==> src/rtl/selector_driver.sv <==
// Stimulus-and-check initiator for the 4:1 complementary-output selector.
// Sweeps all 16 sel/a/b vectors, samples q/nq after SETTLE cycles and tallies mismatches.
module selector_driver #(
   parameter int SETTLE = 1
) (
   input  logic       clk,
   input  logic       rst,
   input  logic       start,
   output logic [1:0] sel,
   output logic       a,
   output logic       b,
   input  logic       q,
   input  logic       nq,
   output logic       busy,
   output logic       done,
   output logic       pass,
   output logic [4:0] err_count,
   output logic       first_err_valid,
   output logic [3:0] first_err_vec
);

   typedef enum logic [1:0] {IDLE, RUN, DONE} state_t;

   localparam logic [3:0] SETTLE_LAST = 4'(SETTLE - 1);

   state_t     state, state_nx;
   logic [3:0] v, v_nx;
   logic [3:0] cnt, cnt_nx;
   logic [3:0] drive, drive_nx;
   logic       busy_nx, done_nx, pass_nx;
   logic [4:0] err_nx;
   logic       fev_nx;
   logic [3:0] fvec_nx;
   logic       expv;
   logic       mismatch;
   logic       sample_edge;

   // State register
   always_ff @(posedge clk) begin
      if (rst) begin
         state <= IDLE;
      end else begin
         state <= state_nx;
      end
   end

   assign sample_edge = (state == RUN) && (cnt == SETTLE_LAST);

   // Next-state logic
   always_comb begin
      state_nx = state;
      case (state)
         IDLE:    if (start) state_nx = RUN;
         RUN:     if (sample_edge && (v == 4'd15)) state_nx = DONE;
         DONE:    if (start) state_nx = RUN;
         default: state_nx = IDLE;
      endcase
   end

   // Expected selector function for the vector currently being driven
   always_comb begin
      expv = 1'b0;
      case (v[3:2])
         2'b00:   expv = v[1];
         2'b01:   expv = v[0];
         2'b10:   expv = v[1] & v[0];
         default: expv = v[1] | v[0];
      endcase
   end

   assign mismatch = (q != expv) || (nq != ~expv);

   // Next values for every registered output and the sweep datapath
   always_comb begin
      v_nx     = v;
      cnt_nx   = cnt;
      drive_nx = 4'd0;
      busy_nx  = 1'b0;
      done_nx  = 1'b0;
      pass_nx  = pass;
      err_nx   = err_count;
      fev_nx   = first_err_valid;
      fvec_nx  = first_err_vec;
      case (state)
         IDLE, DONE: begin
            if (start) begin
               v_nx     = 4'd0;
               cnt_nx   = 4'd0;
               drive_nx = 4'd0;
               busy_nx  = 1'b1;
               pass_nx  = 1'b0;
               err_nx   = 5'd0;
               fev_nx   = 1'b0;
               fvec_nx  = 4'd0;
            end else begin
               done_nx = (state == DONE);
            end
         end
         RUN: begin
            busy_nx  = 1'b1;
            drive_nx = v;
            if (sample_edge) begin
               cnt_nx = 4'd0;
               if (mismatch) begin
                  err_nx = err_count + 5'd1;
                  if (!first_err_valid) begin
                     fev_nx  = 1'b1;
                     fvec_nx = v;
                  end
               end
               if (v == 4'd15) begin
                  busy_nx  = 1'b0;
                  done_nx  = 1'b1;
                  drive_nx = 4'd0;
                  pass_nx  = (err_nx == 5'd0);
               end else begin
                  v_nx     = v + 4'd1;
                  drive_nx = v + 4'd1;
               end
            end else begin
               cnt_nx = cnt + 4'd1;
            end
         end
         default: ;
      endcase
   end

   // Output and datapath registers; q/nq only reach outputs through here
   always_ff @(posedge clk) begin
      if (rst) begin
         v               <= 4'd0;
         cnt             <= 4'd0;
         drive           <= 4'd0;
         busy            <= 1'b0;
         done            <= 1'b0;
         pass            <= 1'b0;
         err_count       <= 5'd0;
         first_err_valid <= 1'b0;
         first_err_vec   <= 4'd0;
      end else begin
         v               <= v_nx;
         cnt             <= cnt_nx;
         drive           <= drive_nx;
         busy            <= busy_nx;
         done            <= done_nx;
         pass            <= pass_nx;
         err_count       <= err_nx;
         first_err_valid <= fev_nx;
         first_err_vec   <= fvec_nx;
      end
   end

   assign sel = drive[3:2];
   assign a   = drive[1];
   assign b   = drive[0];

endmodule

==> config.mk <==
export PLATFORM = sky130hd
export DESIGN_NAME = selector_driver
export DESIGN_NICKNAME = d
export VERILOG_FILES = /design/src/rtl/selector_driver.sv
export SDC_FILE = /design/constraint.sdc
export NUM_CORES = 1
export LEC_CHECK = 0
export ABC_CLOCK_PERIOD_IN_PS = 2700
export CORE_ASPECT_RATIO = 1.1
export CORE_UTILIZATION = 48
export DETAILED_ROUTE_END_ITERATION = 8
export GPL_TIMING_DRIVEN = 0
export PLACE_DENSITY_LB_ADDON = 0.3
export SLEW_MARGIN = 20
export SYNTH_ARGS = -nofsm -noshare
export SYNTH_HDL_FRONTEND = slang
export SYNTH_SLANG_ARGS = --single-unit
==> constraint.sdc <==
create_clock -name clk -period 2.7 [get_ports clk]
set_input_delay 0.81 -clock clk [delete_from_list [all_inputs] [get_ports clk]]
set_output_delay 0.81 -clock clk [all_outputs]
set_load 0.01 [all_outputs]
* Yosys cells after proc, flatten, opt, wreduce, memory -nomap -nowiden
Cells that the tools add are included.
Word-level totals: ROM bits 0, memory bits (writable) 0, output and inout port bits 17, register bits 27, input bits 5, word-level logic and storage cells 85, bits in latches 0, memories kept 0
Operators by class: $lt $le $gt $ge 0, shifts and indexed selects 0, divide/modulo/power cells 0, $add $sub $neg 3, muxes and demuxes 37, bitwise logic cells 4, eq/ne operators 14, multiply operators 0, reduce and logical (&&, ||, !) cells 17
Operator list (count):
- two-way mux 4 bit | 9
- two-way mux 5 bit | 5
- one-hot mux 4 bit (2 select lines) | 3
- AND reduction 4 bit | 3
- two-way mux 1 bit | 11
- one-hot mux 5 bit (2 select lines) | 1
- adder 4 x 1 -> 4 bit (second input constant) | 2
- inequality test 2 bit (second input constant) | 4
- one-hot mux 1 bit (2 select lines) | 4
- inequality test 2 x 1 -> 1 bit (second input constant) | 3
- adder 5 x 1 -> 5 bit (second input constant) | 1
- zero test 5 bit | 1
- AND reduction 5 bit | 1
- == test 2 x 1 -> 1 bit (second input constant) | 2
- == test 2 bit (second input constant) | 2
- == test 4 bit (second input constant) | 1
- zero test 2 bit | 2
- zero test 4 bit | 1
- two-way mux 2 bit | 2
- one-hot mux 2 bit (2 select lines) | 1
- AND reduction 2 bit | 2
- OR reduction 2 bit | 2
- one-hot mux 1 bit (3 select lines) | 1
- AND reduction 3 bit | 1
- other kinds (7) | 10

* Longest topological paths before layout
word-level depth 12, depth in mapped cells 8, gate-level depth less buffers 8

* Worst setup path after synthesis
Ideal clock, no wire load.
kind register -> register, start register v[0], end register first_err_vec[0], data arrival time 1970 ps, cell stages (with the launch flop) 6, setup slack 669 ps, clock period less this slack 2031 ps, cells stage by stage dfxtp_1 -> ha_1 -> mux4_2 -> mux2i_2 -> nor4b_1 -> a22o_1
Between the ends: word-level cells in the longest chain between the ends 7, elaborated cells between the ends (all ways) 13, those cells by class 3 x eq/ne; 5 x mux; 3 x bitwise; 2 x reduce/logical
RTL lines:
- start, declared | RTL line 27 | logic [3:0] v, v_nx;
- start signal, assigned | RTL line 141 | v <= v_nx;
- OR 1 bit or bitwise AND 1 bit (tied branches) | RTL line 67, 66
- one-hot mux 1 bit (3 select lines) | RTL line 63 | case (v[3:2])
- NOT 1 bit | RTL line 71 | assign mismatch = (q != expv) || (nq != ~expv);
- inequality test 1 bit | RTL line 71
- logical OR 1 bit | RTL line 71
- inequality test 2 bit (no source line)
- AND reduction 5 bit (no source line)
- end signal, assigned | RTL line 149 | first_err_vec <= fvec_nx;
- end, declared | RTL line 19 | output logic [3:0] first_err_vec
Several ways; a longest one is shown, not always the timed one. The select of a mux whose other input is x is not followed. A chain may end at the register's enable or synchronous reset.

* Final worst setup path
start register cnt[0], end register first_err_vec[1]
Between the ends: word-level cells in the longest chain between the ends 4
RTL lines:
- start, declared | RTL line 28 | logic [3:0] cnt, cnt_nx;
- start signal, assigned | RTL line 142 | cnt <= cnt_nx;
- zero test 4 bit | RTL line 47 | assign sample_edge = (state == RUN) && (cnt == SETTLE_LAST);
- logical AND 1 bit | RTL line 47
- inequality test 2 bit (no source line)
- AND reduction 5 bit (no source line)
Every way passes these cells.

==> flow_summary_export.csv <==
group,metric,value,unit
drt,drc,0,
pwr,ir_drop,0.000475,V
synthesis,ys_ff_latch,27,
drt,route.final.wire_length,2.85,mm
timing,min_period,2.42,ns
timing,timing.fmax,413,MHz
worst_setup_path,critPathKind,"reg -> reg",
pwr,leakage,0.587,nW
worst_setup_path,crit_slowest_cell,"nor4b_1",
clock_tree,cts_htree_levels,1,
timing,fin_crit_sh,89.7,%
grt,use_met1,27.9,%
synthesis,syn_inst,151,
synthesis,postSynthAreaPerCell,8.73,µm²
clock_tree,clk_pin_slew,0.15,ns
layout,fin_util,62.8,%
grt,grt_use_met2,35.0,%
synthesis,netlist_area,1320,µm²
grt,grt_max_degree,17,
run_status,outcome,"complete, no violations",
timing,finalSetupViolCount,0,
drt,avgRoutedWirePerCell,13.8,µm
grt,grt_pass1_wl,4.77,mm
drt,drt_first_pass_iters,4,
grt,grt_busiest_layer,"met2",
layout,fill_cells,229,
clock_tree,clockBufferDepth,2,
drt,initialDrtViolationCount,32,
timing,rsz0062_at_grt,"false",
place,place.gp.congestion,0.819,
synthesis,synthArstFlopShare,0,%
floorplan,rows,19,
grt,grt_usage,21.5,%
floorplan,die_h,56.9,µm
grt,grt_use_met3,3.47,%
timing,maxSlewHeadroom,56.2,%
worst_setup_path,critical_path_buf_inv_count,1,
synthesis,synth_edf_count,0,
timing,max_slew.worst_pin.slew,0.648,ns
clock_tree,cts-resized-gates,0,
drt,vias,1190,
layout,drive_gt1_share,7.95,%
layout,fin_nets,187,
worst_setup_path,critPathCaptureType,"flop",
timing,tns,0,ns
floorplan,initial_core_util,51.8,%
floorplan,fp.dieW,52.0,µm
worst_setup_path,max_stage_delay,0.59,ns
layout,area_growth,21.2,%
place,io_buffers,21,
worst_setup_path,cp.arrival,2.71,ns
synthesis,syn_nets,161,
clock_tree,cts.sinks,27,
floorplan,io-pin-count,22,
worst_setup_path,timing.critical_path.max_delay_family,"simple AND/OR/NAND/NOR gates",
clock_tree,cts_tree,"done",
clock_tree,post-cts-setup-buffers,0,
floorplan,die-area,2960,µm²
worst_setup_path,worstPathMaxFanout,10,
place,placedCellCount,203,
synthesis,synth-seq-area-share,41.0,%
clock_tree,cts-buffers-inserted,3,
min_path,hold_class,"reg -> reg",
layout,n_antenna_cell,0,
synthesis,synth_flop_cell,"dfxtp_1",
layout,final_cells,207,
job,drv_cap,0,
clock_tree,clock_latency,0.33,ns
synthesis,yosysWarningCount,0,
worst_setup_path,worstSetupStartpointType,"flop",
drt,drt.antenna.violating_nets,0,
clock_tree,postCtsHoldBufs,0,
timing,slew_viol_final,0,
grt,antenna_found_initial,0,
timing,fin_skew,0.00436,ns
floorplan,core,2540,µm²
worst_setup_path,critPathRequiredTime,2.98,ns
synthesis,synth.distinct_cells,39,
worst_setup_path,crit_chain,"inv_1 > ha_1 > nor3b_4 > nand2_2 > nand2_1 > nor4b_1 > a22o_1",
grt,grt_overflow,0,
timing,final_hold_viol_count,0,
grt,grt_pass1_vias,1077,
clock_tree,cts-root-buf,"clkbuf_4",
place,dp_hpwl,2.02,mm
worst_setup_path,rrSetupSlack,0.28,ns
pwr,p_per_area,435,nW/µm²
drt,via_per_inst,5.75,
-- area by class of cell --
class	count	area, µm²	share of cell area [%]
timing repair buffer	21	210	13.2
tap	31	38.8	2.43
buffer	5	28.8	1.80
clock inverter	1	7.51	0.470
sequential	27	541	33.9
inverter	6	22.5	1.41
multi-input combinational	113	726	45.5
clock buffer	3	22.5	1.41
-- cell usage in the layout (no fill, tap or decap), drive strengths merged --
master,instances
a21oi,16
nor3b,3
o21ai,9
xnor2,1
mux2i,1
a211oi,1
nand3b,1
a22o,4
clkinvlp,1
ha,5
clkdlybuf4s50,21
nor3,7
nor2,16
nand3,5
o2111ai,1
buf,4
nand2,16
mux4,1
a22oi,2
a31oi,2
clkbuf,4
a32oi,1
and3,4
inv,6
a311oi,3
nor4b,1
and2,1
nand2b,4
mux2,1
a2111oi,1
nor2b,1
o211ai,1
o22ai,2
xor2,2
dfxtp,27
-- worst paths after layout --
path	startpoint	depth (start not counted)	endpoint
max	cnt[0]$_SDFFE_PP0P_	7	first_err_vec[1]$_SDFFE_PP0P_
min	first_err_vec[3]$_SDFFE_PP0P_	1	first_err_vec[3]$_SDFFE_PP0P_
max reg2reg	cnt[0]$_SDFFE_PP0P_	7	first_err_vec[1]$_SDFFE_PP0P_
min reg2reg	first_err_vec[3]$_SDFFE_PP0P_	1	first_err_vec[3]$_SDFFE_PP0P_
-- cell families (layout without fill, tap and decap cells) --
logic type	count (synthesis)	after routing	share of synthesized area, %
and+or+nand+nor	59	59	22.4
AOI/OAI and AO/OA	43	43	22.0
DFF	27	27	41.0
buffers and inverters	11	36	3.89
adders and majority gates	5	5	4.75
xor gates and xnor gates	3	3	1.99
muxes	3	3	3.89
-- state kept, by name (all words and copies together), names as in the netlist --
register / cells
first_err_vec: 4
state: 2
cnt: 4
first_err_valid: 1
drive: 4
v: 4
pass: 1
err_count: 5
busy: 1
done: 1
-- through the flow --
step	cell area, µm²	setup WS [ns]	hold slack [ns]	total power [mW]
2_1_floorplan	1320	0.669	0.499	0.483
3_3_place_gp	1570	0.0700	0.460	0.515
3_5_place_dp	1570	0.0101	0.471	0.517
4_1_cts	1600	0.273	0.506	0.696
5_1_grt	1600	0.0553	0.531	0.733
6_report	1600	0.279	0.496	0.694
-- Yosys cell counts, types with 2 or more instances --
| cell | number | area [µm²] |
|---|---|---|
| a21oi_1 | 15 | 75.1 |
| a22o_1 | 4 | 35.0 |
| a22oi_1 | 2 | 15.0 |
| a311oi_1 | 3 | 26.3 |
| a31oi_1 | 2 | 12.5 |
| and3_1 | 4 | 25.0 |
| buf_2 | 2 | 10.0 |
| dfxtp_1 | 27 | 541 |
| ha_1 | 5 | 62.6 |
| inv_1 | 6 | 22.5 |
| nand2_1 | 15 | 56.3 |
| nand2b_1 | 4 | 25.0 |
| nand3_1 | 5 | 25.0 |
| nor2_1 | 16 | 60.1 |
| nor3_1 | 7 | 35.0 |
| nor3b_1 | 2 | 15.0 |
| o21ai_0 | 6 | 30.0 |
| o21ai_1 | 3 | 15.0 |
| o22ai_1 | 2 | 12.5 |
| xor2_1 | 2 | 17.5 |
-- per-layer routing --
metal	part of all wire (%)	wire [µm]
met1	44	1250
met2	50	1430
met3	4.9	139
met4	0.98	28
met5	0	0
-- power by group --
| part | internal, mW | switching, mW |
|---|---|---|
| Sequential | 0.407 | 0.00867 |
| Combinational | 0.0374 | 0.0575 |
| Clock | 0.0567 | 0.126 |
No activity file was read; power rests on OpenSTA's default activity.
